File: src/rtl/uart_rx_fifo.sv
// uart_rx_fifo
//   Receive-side byte buffer between the UART receiver and the CPU's
//   memory-mapped read path. Each falling edge of rx_int marks a completed
//   frame, and that frame's rx_data byte is written into a circular FIFO.
//   The CPU reads through a first-word-fall-through port. It also sees
//   occupancy status and a sticky overflow flag.
//
//   Optional feature: define UART_RX_FIFO_IRQ_EN to add a registered
//   occupancy interrupt. It asserts when count reaches IRQ_THRESH, and it
//   also stays high while ovf is set.
//
// Ports
//   clk      system clock
//   rst      asynchronous, active-high reset
//   rx_data  received byte, stable from the fall of rx_int until the next frame
//   rx_int   receiver busy flag; a high-to-low transition means one byte is done
//   rd_en    CPU pop strobe (one byte per asserted cycle)
//   flush    synchronous FIFO clear
//   clr_ovf  clears the sticky overflow flag
//   rd_data  byte at the FIFO head, 8'h00 when empty
//   empty    FIFO holds zero bytes
//   full     FIFO holds DEPTH bytes
//   count    current occupancy, 0..DEPTH
//   ovf      sticky: a byte was dropped because the FIFO was full
//   irq      occupancy interrupt (only with UART_RX_FIFO_IRQ_EN)

module uart_rx_fifo #(
  parameter int DEPTH      = 16,
  parameter int ADDR_W     = 4,
  parameter int IRQ_THRESH = 1
) (
  input  logic              clk,
  input  logic              rst,
  input  logic [7:0]        rx_data,
  input  logic              rx_int,
  input  logic              rd_en,
  input  logic              flush,
  input  logic              clr_ovf,
  output logic [7:0]        rd_data,
  output logic              empty,
  output logic              full,
  output logic [ADDR_W:0]   count,
  output logic              ovf
`ifdef UART_RX_FIFO_IRQ_EN
  ,
  output logic              irq
`endif
);

  localparam logic [ADDR_W:0] DEPTH_CNT = (ADDR_W+1)'(DEPTH);

  logic [7:0]        mem_q [DEPTH];
  logic [ADDR_W-1:0] wr_ptr_q, wr_ptr_d;
  logic [ADDR_W-1:0] rd_ptr_q, rd_ptr_d;
  logic [ADDR_W:0]   count_q, count_d;
  logic              empty_q, empty_d;
  logic              full_q, full_d;
  logic              ovf_q, ovf_d;
  logic              rx_int_q, rx_int_d;

  logic push, pop, wr_en, overflow;

  // Next-state logic. Flush has priority over any push or pop in the same
  // cycle. A push arriving while full is accepted only if a pop frees a slot
  // in that cycle; otherwise the byte is dropped and reported as overflow.
  always_comb begin
    rx_int_d = rx_int;
    push     = rx_int_q & ~rx_int;
    pop      = rd_en & ~empty_q;
    wr_en    = push & ~flush & (~full_q | pop);
    overflow = push & ~flush & full_q & ~pop;

    wr_ptr_d = wr_ptr_q;
    rd_ptr_d = rd_ptr_q;
    count_d  = count_q;

    if (flush) begin
      wr_ptr_d = '0;
      rd_ptr_d = '0;
      count_d  = '0;
    end else begin
      if (wr_en) wr_ptr_d = wr_ptr_q + ADDR_W'(1);
      if (pop)   rd_ptr_d = rd_ptr_q + ADDR_W'(1);
      if (wr_en && !pop)      count_d = count_q + (ADDR_W+1)'(1);
      else if (!wr_en && pop) count_d = count_q - (ADDR_W+1)'(1);
    end

    // An overflow in the same cycle as clr_ovf wins, so no drop goes unreported.
    ovf_d = ovf_q;
    if (overflow)     ovf_d = 1'b1;
    else if (clr_ovf) ovf_d = 1'b0;

    empty_d = (count_d == '0);
    full_d  = (count_d == DEPTH_CNT);
  end

  // Control state. Clearing rx_int_q on reset means that a reset taken in
  // the middle of a frame cannot be mistaken for a falling edge when reset
  // is released.
  always_ff @(posedge clk or posedge rst) begin
    if (rst) begin
      wr_ptr_q <= '0;
      rd_ptr_q <= '0;
      count_q  <= '0;
      empty_q  <= 1'b1;
      full_q   <= 1'b0;
      ovf_q    <= 1'b0;
      rx_int_q <= 1'b0;
    end else begin
      wr_ptr_q <= wr_ptr_d;
      rd_ptr_q <= rd_ptr_d;
      count_q  <= count_d;
      empty_q  <= empty_d;
      full_q   <= full_d;
      ovf_q    <= ovf_d;
      rx_int_q <= rx_int_d;
    end
  end

  // The storage array has no reset. rd_data masks stale contents while the
  // FIFO is empty.
  always_ff @(posedge clk) begin
    if (wr_en) mem_q[wr_ptr_q] <= rx_data;
  end

  assign rd_data = empty_q ? 8'h00 : mem_q[rd_ptr_q];
  assign empty   = empty_q;
  assign full    = full_q;
  assign count   = count_q;
  assign ovf     = ovf_q;

`ifdef UART_RX_FIFO_IRQ_EN
  localparam logic [ADDR_W:0] IRQ_CNT = (ADDR_W+1)'(IRQ_THRESH);

  logic irq_q, irq_d;

  // irq is computed from next-state values, so it rises on the same edge
  // that count reaches the threshold.
  always_comb begin
    irq_d = (count_d >= IRQ_CNT) | ovf_d;
  end

  always_ff @(posedge clk or posedge rst) begin
    if (rst) irq_q <= 1'b0;
    else     irq_q <= irq_d;
  end

  assign irq = irq_q;
`else
  logic unused_irq_thresh;
  assign unused_irq_thresh = (IRQ_THRESH > 0);
`endif

endmodule

File: config.mk
export PLATFORM = sky130hd
export DESIGN_NAME = uart_rx_fifo
export DESIGN_NICKNAME = d
export VERILOG_FILES = /design/src/rtl/uart_rx_fifo.sv
export SDC_FILE = /design/constraint.sdc
export NUM_CORES = 1
export LEC_CHECK = 0
export ABC_CLOCK_PERIOD_IN_PS = 2920
export CAP_MARGIN = 10
export CORE_ASPECT_RATIO = 1.4
export CORE_MARGIN = 10
export CORE_UTILIZATION = 50
export DETAILED_ROUTE_END_ITERATION = 8
export PLACE_DENSITY = 0.68
export SLEW_MARGIN = 20
export SYNTH_ARGS = -nofsm -noshare
export SYNTH_HDL_FRONTEND = slang
export SYNTH_SLANG_ARGS = --single-unit
export TNS_END_PERCENT = 100
File: constraint.sdc
create_clock -name clk -period 2.92 [get_ports clk]
set_input_delay 0.73 -clock clk [delete_from_list [all_inputs] [get_ports clk]]
set_output_delay 0.73 -clock clk [all_outputs]
set_load 0.005 [all_outputs]
==> impl_metrics.csv, run 1 <==
group,metric,value,unit
layout,fill_cells,793,
clock_tree,root_buffer,"clkbuf_16",
route,drc_errors,0,
worst_setup_path,cp.required,2.19,ns
global_routing,grt_antenna_before_repair,0,
run_status,status,"finished, violations left",
clock_tree,cts_buffers,17,
global_routing,grt_max_degree,36,
layout,antenna_cells,0,
global_routing,grt_pass1_wl,20.4,mm
clock_tree,cts.clk_slew.worst_paths,0.05,ns
worst_setup_path,crit_chain,"buf_6 > buf_12 > buf_16 > mux4_2 > mux4_2 > nor2b_1 > buf_2",
timing,min_period,3.14,ns
clock_tree,cts_buffer_depth,2,
power_and_ir_drop,internal-power,4180,uW
run_status,failed_checks,"setup timing",
global_routing,grt_usage,16.5,%
worst_setup_path,cpMostUsedCell,"mux4_2",
placement,gp_routability_congestion,0.904,
timing,fmax,0.318,GHz
power_and_ir_drop,power,5340,uW
floorplanning,coreArea,11700,sq um
logic_synthesis,synth_area_leaders,"edfxtp_1 65%, mux4_2 15%, dfrtp_1 6.8%, nor2_1 1.5%, ha_1 1.5%",
clock_tree,cts_tree,"built",
power_and_ir_drop,switching_share,21.7,%
power_and_ir_drop,leakagePower,0.00257,uW
logic_synthesis,ys_types,43,
placement,io_buffers,29,
route,drtIter0Drc,279,
logic_synthesis,synthArstFlopShare,11.7,%
timing,hold_violations,0,
worst_setup_path,cp_max_fo,5,
power_and_ir_drop,switching_power,1160,uW
worst_setup_path,crit_buf_inv,4,
global_routing,overflow,0,
flow_run,maxCapViolCount,0,
route,vias_per_cell,5.81,
layout,final_nets,413,
timing,grt_setup_unrepaired,"true",
floorplanning,die_w,112,um
power_and_ir_drop,seqPwrFrac,44.3,%
worst_setup_path,cp-start-kind,"flop",
timing,timing.final.ws_setup,-0.223,ns
route,dr_total_vias,3191,
timing,period_share,108,%
floorplanning,die_h,149,um
timing,slew_viol_final,0,
placement,place_area,6680,sq um
worst_setup_path,crit_family,"multiplexers",
timing,tightest_slew,0.661,ns
placement,hpwl,8.44,mm
floorplanning,start_util,50.6,%
logic_synthesis,syn_area,5920,sq um
worst_setup_path,crit_type,"flop to output pin",
logic_synthesis,syn_nets,328,
logic_synthesis,syn_inst,307,
floorplanning,dieArea,16700,sq um
layout,stdcell_area,7430,sq um
logic_synthesis,yosysTopAreaCellShare,64.9,%
logic_synthesis,yosys_register_bits,145,
floorplanning,io_pins,30,
route,wl,13.1,mm
logic_synthesis,synthTopCellsByCount,"128 x edfxtp_1, 40 x mux4_2, 24 x nor2_1",
power_and_ir_drop,combPwrFrac,14.9,%
power_and_ir_drop,vdd_ir_drop_max,0.518,mV
worst_setup_path,worst_setup_path_end_kind,"output pin",
logic_synthesis,ys.flop_type,"edfxtp_1",
timing,finalSetupViolations,8,
power_and_ir_drop,power_density,719,nW/um^2
timing,relSlewSlack,55.9,%
floorplanning,num_rows,47,
logic_synthesis,yosysWarnings,0,
layout,area_growth,25.5,%
layout,drive_gt1_share,35.1,%
clock_tree,clock_latency,0.41,ns
logic_synthesis,yosysMostFrequentCell,"edfxtp_1",
worst_setup_path,critPathArrivalTime,2.41,ns
timing,finalClockSkew,0.0133,ns
timing,whs,0.548,ns
global_routing,grt_pass1_vias,3473,
route,first_pass_iters,4,
logic_synthesis,postSynthAreaPerCell,19.3,sq um
worst_setup_path,slowest_delay,0.50,ns
clock_tree,clock_sinks,145,
logic_synthesis,synth-edff-count,128,
placement,dp_slack,-0.181,ns
logic_synthesis,synth_area_leader_cell,"edfxtp_1",
worst_hold_path,hold_class,"flop to flop",
layout,final_core_util,63.5,%
worst_setup_path,crit_slowest_cell,"mux4_2",
power_and_ir_drop,clkPwrFrac,40.8,%
clock_tree,h-tree-depth,4,
route,drtAntennaViolNets,0,
route,wire_per_inst,23.9,um
logic_synthesis,ys_seq_area_share,72.1,%
## path summary, 6_finish.rpt
kind	slack (ns)	endpoint	depth (start not counted)	startpoint
max	-0.22	rd_data[1]	7	rd_ptr_q[0]
min	0.55	ovf	2	ovf
max reg2reg	0.69	mem_q[3][7]	5	empty
min reg2reg	0.55	ovf	2	ovf
max in group asynchronous	1.74	rd_ptr_q[0]	2	rst
min in group asynchronous	0.72	wr_ptr_q[2]	2	rst
## metal layers
metal | part of all wire, % | vias to the layer above | global-route usage (%)
met4 | 2.2 | 0 | 6.36
met2 | 54 | 115 | 28.5
met5 | 0 | - | 0
met3 | 5.1 | 21 | 4.55
li1 | - | 1394 | -
met1 | 39 | 1661 | 19.0
## what timing repair did
action,CTS,global route
hold endpoints to repair,0,0
setup endpoints to repair,8,8
hold buffers,0,0
setup buffers,9,1
gates cloned,2,0
resized for setup,46,2
## power by group through the flow
stage	registers (uW)	clock network, uW	logic, uW
after floorplan	2380	0	406
after global placement	2410	0	669
after detailed placement	2410	0	678
after CTS	2360	2210	793
after global routing	2370	2300	860
final	2370	2180	795
## flip-flops by register name (all words and copies together), names as in the netlist
| register | count |
|---|---|
| mem_q | 128 |
| count | 5 |
| wr_ptr_q | 4 |
| ovf | 1 |
| full | 1 |
| rx_int_q | 1 |
| empty | 1 |
| rd_ptr_q | 4 |
## area by class of cell
class                           instances  area (sq um)  share of cell area [%]
Clock buffer                           17           425                    5.73
Sequential cell                       145          4270                    57.5
Inverter                                8          30.0                   0.404
Multi-Input combinational cell        137          1560                    21.0
Tap cell                              147           184                    2.48
Timing Repair Buffer                   83           791                    10.6
Clock inverter                         12           168                    2.26
## per-stage QoR
step	cells	TNS [ns]
floorplan	307	0
global placement	508	-1.87
detailed placement	508	-2.32
CTS	548	-1.62
global route	549	-2.14
finish	549	-1.50
## tightest hold or removal path, delay by kind of cell, from the launching register on
family | cells | cell delay [ns]
buf+inv | 1 | 0.06
compound gates | 1 | 0.05
flops | 1 | 0.39
## kinds of logic (layout without fill, tap and decap cells)
group	Yosys count	in the layout	synth area share (%)
flip-flops	145	145	72.1
AND/OR/NAND/NOR	68	68	6.05
multiplexers	42	42	15.6
buffers and inverters	25	120	1.92
AO/OA/AOI/OAI	12	12	1.63
XOR/XNOR	8	8	1.18
adder cells (fa/ha/maj)	7	7	1.48
## placed cells by master, fill, tap and decap left out, types with 2 or more instances in the layout
cell type	count
nand2b_1	3
clkbuf_16	17
clkinv_2	3
nor2b_1	7
buf_16	2
buf_12	5
xnor2_1	3
inv_1	8
nand2_1	9
clkinv_1	2
nor2_1	24
nand4_1	2
buf_4	41
xor2_1	5
buf_6	6
buf_2	7
mux4_2	40
and3_1	2
nor3_1	6
clkdlybuf4s50_1	21
mux2_2	2
ha_1	7
nor2b_4	3
edfxtp_1	128
a21oi_1	2
dfrtp_1	15
bufinv_16	4
nand3_1	2
Power figures use the tool's default switching activity.
==> run 2: changes to the inputs <==
- CORE_MARGIN: 10 -> unset
- TNS_END_PERCENT: 100 -> 50
==> run 2 against run 1 <==
The flow still finishes with violations (setup timing); wire length down 1.1%; final cell count down 2.7%; clock-buffer cell count increased by 1; global-route usage increased by 6.8 points; largest cell class unchanged; combinational power is 14% lower; fmax increased by 1.6%; via count shrank 1.2%; sequential power about the same; clock skew shrank 0.0068 ns; clock power grew 3%; final area fell by 2.3%.
==> impl_metrics.csv, run 2 (same netlist as run 1, synthesis figures left out) <==
group,metric,value,unit
worst_setup_path,cp-start-kind,"flop",
layout,stdcell_area,7260,sq um
timing,period_share,106,%
flow_run,maxCapViolCount,0,
layout,multiInputGateArea,1570,sq um
route,wl,13.0,mm
placement,place_area,6620,sq um
worst_setup_path,r2r_slack,0.69,ns
route,drtIter0Drc,253,
clock_tree,cts.clk_slew.worst_paths,0.06,ns
layout,layout_commonest_cell,"edfxtp_1",
timing,min_period,3.09,ns
floorplanning,die_h,131,um
worst_hold_path,holdPathEnd,"ovf",
clock_tree,clock_latency,0.41,ns
timing,timing.final.ws_setup,-0.173,ns
floorplanning,num_rows,46,
placement,dp_slack,-0.0449,ns
layout,ff_latch_area,4270,sq um
layout,fill_cells,768,
worst_setup_path,worst_setup_path_end_kind,"output pin",
clock_tree,clock_sinks,145,
worst_setup_path,crit_type,"flop to output pin",
power_and_ir_drop,vdd_ir_drop_max,0.779,mV
placement,io_buffers,29,
route,drc_errors,0,
worst_hold_path,hold-path-cell-count,2,
layout,drive_gt1_share,33.6,%
global_routing,grt_pass1_wl,19.2,mm
timing,tightest_slew,0.685,ns
route,dr_total_vias,3154,
layout,area_growth,22.6,%
layout,antenna_cells,0,
placement,hpwl,7.90,mm
worst_setup_path,ff2ff_path_depth,6,
clock_tree,cts_tree,"built",
timing,grt_setup_unrepaired,"true",
run_status,failed_checks,"setup timing",
route,first_pass_iters,5,
worst_setup_path,crit_start,"rd_ptr_q[0]",
global_routing,grt_antenna_before_repair,0,
clock_tree,cts_hold_buf,0,
timing,finalClockSkew,0.00645,ns
worst_setup_path,rr_startpoint,"empty",
layout,top_register,"mem_q",
placement,gp_routability_congestion,0.812,
power_and_ir_drop,power_density,730,nW/um^2
timing,relSlewSlack,54.3,%
clock_tree,cts_buffer_depth,2,
global_routing,grt_usage,23.2,%
route,drtAntennaViolNets,0,
timing,slew_viol_final,0,
worst_hold_path,min_from,"ovf",
clock_tree,cts_buffers,17,
route,wire_per_inst,24.3,um
floorplanning,io_pins,30,
floorplanning,coreArea,11500,sq um
layout,final_cell_mix,"128 x edfxtp_1, 40 x mux4_2, 33 x buf_4",
global_routing,grt_pass1_vias,3243,
clock_tree,root_buffer,"clkbuf_16",
worst_hold_path,hold_class,"flop to flop",
global_routing,grt_max_degree,36,
worst_setup_path,cp_max_fo,8,
global_routing,overflow,0,
timing,hold_violations,0,
worst_setup_path,worst_r2r_endpoint,"full",
floorplanning,start_util,51.7,%
run_status,status,"finished, violations left",
timing,fmax,0.323,GHz
timing,timing.setup.tns,-1.21,ns
worst_setup_path,cp.required,2.19,ns
route,vias_per_cell,5.91,
layout,largest_reg_flops,128,
layout,final_nets,398,
clock_tree,h-tree-depth,4,
power_and_ir_drop,leakagePower,0.00247,uW
floorplanning,dieArea,12300,sq um
floorplanning,die_w,94.0,um
worst_setup_path,critPathArrivalTime,2.36,ns
timing,finalSetupViolations,8,
-- run 2: cell count changes in the layout (fill, tap and decap cells not counted), sizes merged --
| cell | previous run | this run |
|---|---|---|
| clkbuf | 17 | 18 |
| clkinvlp | 1 | 3 |
| clkinv | 6 | 5 |
| inv | 9 | 10 |
| buf | 62 | 47 |
-- run 2: where the power goes --
part           total (uW)  switching [uW]  internal, uW
Combinational         681             289           392
Sequential           2370            73.0          2300
Clock                2240             816          1430
-- run 2: worst max-delay path, cell delays in order, from the launching register on --
cell and delay (ns):
dfrtp_2 0.41, buf_4 0.14, buf_12 0.13, mux4_2 0.51
mux4_2 0.48, nor2b_4 0.14, buf_2 0.14
-- run 2: area by class of cell --
class	count	share of cell area [%]
Sequential cell	145	58.9
Inverter	8	0.414
Tap cell	144	2.48
Clock buffer	18	5.91
Timing Repair Buffer	68	8.15
Multi-Input combinational cell	137	21.6
Clock inverter	14	2.59
-- run 2: worst max-delay path by stage --
| stage | end | slack, ns | cells after the start |
|---|---|---|---|
| 3_5_place_dp | rd_data[5] | -0.04 | 5 |
| 5_1_grt | rd_data[5] | -0.24 | 6 |
| 3_3_place_gp | rd_data[5] | -0.04 | 5 |
| 2_1_floorplan | mem_q[3][0] | 0.15 | 6 |
| 4_1_cts | rd_data[5] | -0.24 | 7 |
| 6_report | rd_data[2] | -0.17 | 6 |
-- run 2: timing repair --
item	4_1_cts	5_1_grt
setup buffers	6	1
endpoints found under the setup margin	8	8
gates cloned	2	0
resized for setup	37	9
pin swaps	0	0
-- run 2: through the flow --
stage          hold slack (ns)  std cells  total power [uW]  utilization, %
2_1_floorplan            0.508        307              2780               -
3_3_place_gp             0.514        498              3070            57.8
3_5_place_dp             0.545        498              3080            57.8
5_1_grt                  0.565        534              5460            63.4
4_1_cts                  0.551        538              5380            64.0
6_report                 0.536        534              5300            63.4
-- run 2: per-layer routing --
| metal | vias to the layer above | wire, um | track usage (%) |
|---|---|---|---|
| met4 | 0 | 250 | 9.86 |
| met2 | 103 | 7030 | 40.6 |
| met5 | - | 0 | 0 |
| met3 | 17 | 594 | 3.76 |
| li1 | 1370 | - | - |
| met1 | 1664 | 5120 | 28.7 |
==> run 3: changes to the inputs <==
- CELL_PAD_IN_SITES_DETAIL_PLACEMENT: unset -> 0
- CELL_PAD_IN_SITES_GLOBAL_PLACEMENT: unset -> 2
- CORE_UTILIZATION: 50 -> 46
- CTS_CLUSTER_SIZE: unset -> 28
- PLACE_DENSITY: 0.68 -> unset
- PLACE_DENSITY_LB_ADDON: unset -> 0.1
==> run 3 against run 2 <==
The run ends with DRC, setup timing left; clock skew rose by 0.0017 ns; wire length grew 0.25%; fmax fell by 1.8%; critical path depth up 1; worst setup slack lost 0.058 ns; largest power group unchanged.
==> impl_metrics.csv, run 3 (same netlist as run 1, synthesis figures left out) <==
group,metric,value,unit
power_and_ir_drop,switching_power,1220,uW
floorplanning,die_h,136,um
floorplanning,coreArea,12400,sq um
layout,antenna_cells,0,
power_and_ir_drop,seqPwrFrac,45.1,%
clock_tree,cts_buffers,17,
clock_tree,root_buffer,"clkbuf_16",
clock_tree,clock_sinks,145,
global_routing,grt_pass1_wl,19.8,mm
placement,place_area,6590,sq um
power_and_ir_drop,leakagePower,0.00250,uW
worst_setup_path,critPathArrivalTime,2.42,ns
route,drtAntennaViolNets,0,
floorplanning,start_util,47.6,%
route,wl,13.0,mm
clock_tree,cts_buffer_depth,2,
timing,min_period,3.15,ns
run_status,status,"finished, violations left",
power_and_ir_drop,clkPwrFrac,40.1,%
layout,final_cell_mix,"128 x edfxtp_1, 40 x mux4_2, 31 x buf_4",
timing,period_share,108,%
worst_setup_path,slowest_delay,0.47,ns
layout,final_nets,402,
floorplanning,die_w,97.9,um
global_routing,grt_max_degree,36,
worst_setup_path,crit_chain,"buf_4 > buf_16 > buf_6 > mux4_2 > mux4_2 > nor2b_4 > buf_2",
placement,dp.cells,500,
floorplanning,io_pins,30,
route,vias_per_cell,5.71,
power_and_ir_drop,vdd_ir_drop_max,0.423,mV
global_routing,grt_usage,21.6,%
worst_setup_path,cp_max_fo,5,
global_routing,grt_pass1_vias,3291,
placement,hpwl,8.33,mm
timing,tightest_slew,0.755,ns
power_and_ir_drop,power_density,716,nW/um^2
worst_setup_path,crit_buf_inv,4,
flow_run,maxCapViolCount,0,
power_and_ir_drop,internal-power,4030,uW
timing,finalClockSkew,0.00817,ns
route,dr_total_vias,3106,
run_status,failed_checks,"DRC, setup timing",
layout,area_growth,23.8,%
worst_hold_path,hold_class,"flop to flop",
timing,grt_setup_unrepaired,"true",
power_and_ir_drop,combPwrFrac,14.8,%
placement,io_buffers,29,
clock_tree,h-tree-depth,4,
worst_setup_path,crit_slowest_cell,"mux4_2",
layout,top_register,"mem_q",
timing,whs,0.524,ns
layout,final_cell_count_no_fill,544,
layout,stdcell_area,7330,sq um
route,drtIter0Drc,239,
timing,timing.final.ws_setup,-0.231,ns
timing,timing.setup.tns,-1.63,ns
timing,fmax,0.317,GHz
timing,hold_violations,0,
route,wire_per_inst,24.0,um
clock_tree,cts.clk_slew.worst_paths,0.06,ns
floorplanning,num_rows,48,
worst_setup_path,cp.required,2.19,ns
route,first_pass_iters,6,
global_routing,overflow,0,
worst_setup_path,cpMostUsedCell,"mux4_2",
power_and_ir_drop,switching_share,23.2,%
layout,drive_gt1_share,34.3,%
worst_setup_path,crit_type,"flop to output pin",
layout,layout_commonest_cell,"edfxtp_1",
timing,relSlewSlack,49.6,%
timing,slew_viol_final,0,
timing,finalSetupViolations,8,
floorplanning,dieArea,13300,sq um
clock_tree,cts_tree,"built",
global_routing,grt_antenna_before_repair,0,
route,drc_errors,7,
worst_setup_path,crit_family,"multiplexers",
worst_setup_path,cp-start-kind,"flop",
clock_tree,clock_latency,0.41,ns
worst_setup_path,worst_setup_path_end_kind,"output pin",
placement,gp_routability_congestion,0.723,
layout,largest_reg_flops,128,
-- run 3: cell count changes in the layout (fill, tap and decap cells not counted), sizes merged --
cell | previous run | this run
buf | 47 | 50
inv | 10 | 13
bufinv | 4 | 2
clkbuf | 18 | 19
clkinv | 5 | 4
-- run 3: power by group through the flow --
stage          clock network, uW  registers, uW  logic, uW
2_1_floorplan                  0           2380        406
3_3_place_gp                   0           2400        672
3_5_place_dp                   0           2400        672
4_1_cts                     2130           2360        792
5_1_grt                     2220           2370        845
6_report                    2110           2370        779
-- run 3: final cells by class --
| class | instances | area, sq um |
|---|---|---|
| repair buffers | 72 | 686 |
| fillers | 942 | 5100 |
| clock inverters | 14 | 153 |
| clock buffers | 18 | 429 |
| inverters | 8 | 30.0 |
| multi-input cells | 137 | 1570 |
| flip-flops and latches | 145 | 4270 |
| well taps | 150 | 188 |
-- run 3: per-layer routing --
layer / track usage, % / routed length (um) / vias to the layer above
met5: 0 / 0 / -
li1: - / - / 1368
met3: 3.44 / 519 / 13
met2: 40.4 / 7420 / 97
met1: 24.5 / 4880 / 1628
met4: 8.67 / 216 / 0
-- run 3: final timing paths --
check	startpoint	end	slack, ns	depth (start not counted)
max	rd_ptr_q[0]	rd_data[5]	-0.23	7
min	ovf	ovf	0.52	2
max reg2reg	empty	full	0.62	5
min reg2reg	ovf	ovf	0.52	2
max in group asynchronous	rst	rd_ptr_q[0]	1.66	2
min in group asynchronous	rst	rd_ptr_q[3]	0.75	2
-- run 3: timing repair --
action	4_1_cts	5_1_grt
buffers inserted	10	1
hold buffers	0	0
pin swaps	0	0
hold endpoints to repair	0	0
endpoints found under the setup margin	8	8
gates cloned	2	0
gates resized for setup	43	10
-- run 3: stage by stage --
stage          power (uW)  util (%)  setup WS [ns]
2_1_floorplan        2780         -          0.153
5_1_grt              5440      59.0         -0.305
6_report             5250      59.0         -0.231
3_3_place_gp         3070      53.0        -0.0338
4_1_cts              5280      58.9         -0.323
3_5_place_dp         3070      53.0        -0.0552
-- run 3: worst reg2reg max path: cells and delay by family, from the launching register on --
kind / cells / cell delay (ns)
AOI/OAI and AO/OA: 1 / 0.33
and+or+nand+nor: 3 / 0.68
muxes: 1 / 0.39
DFF: 1 / 0.79
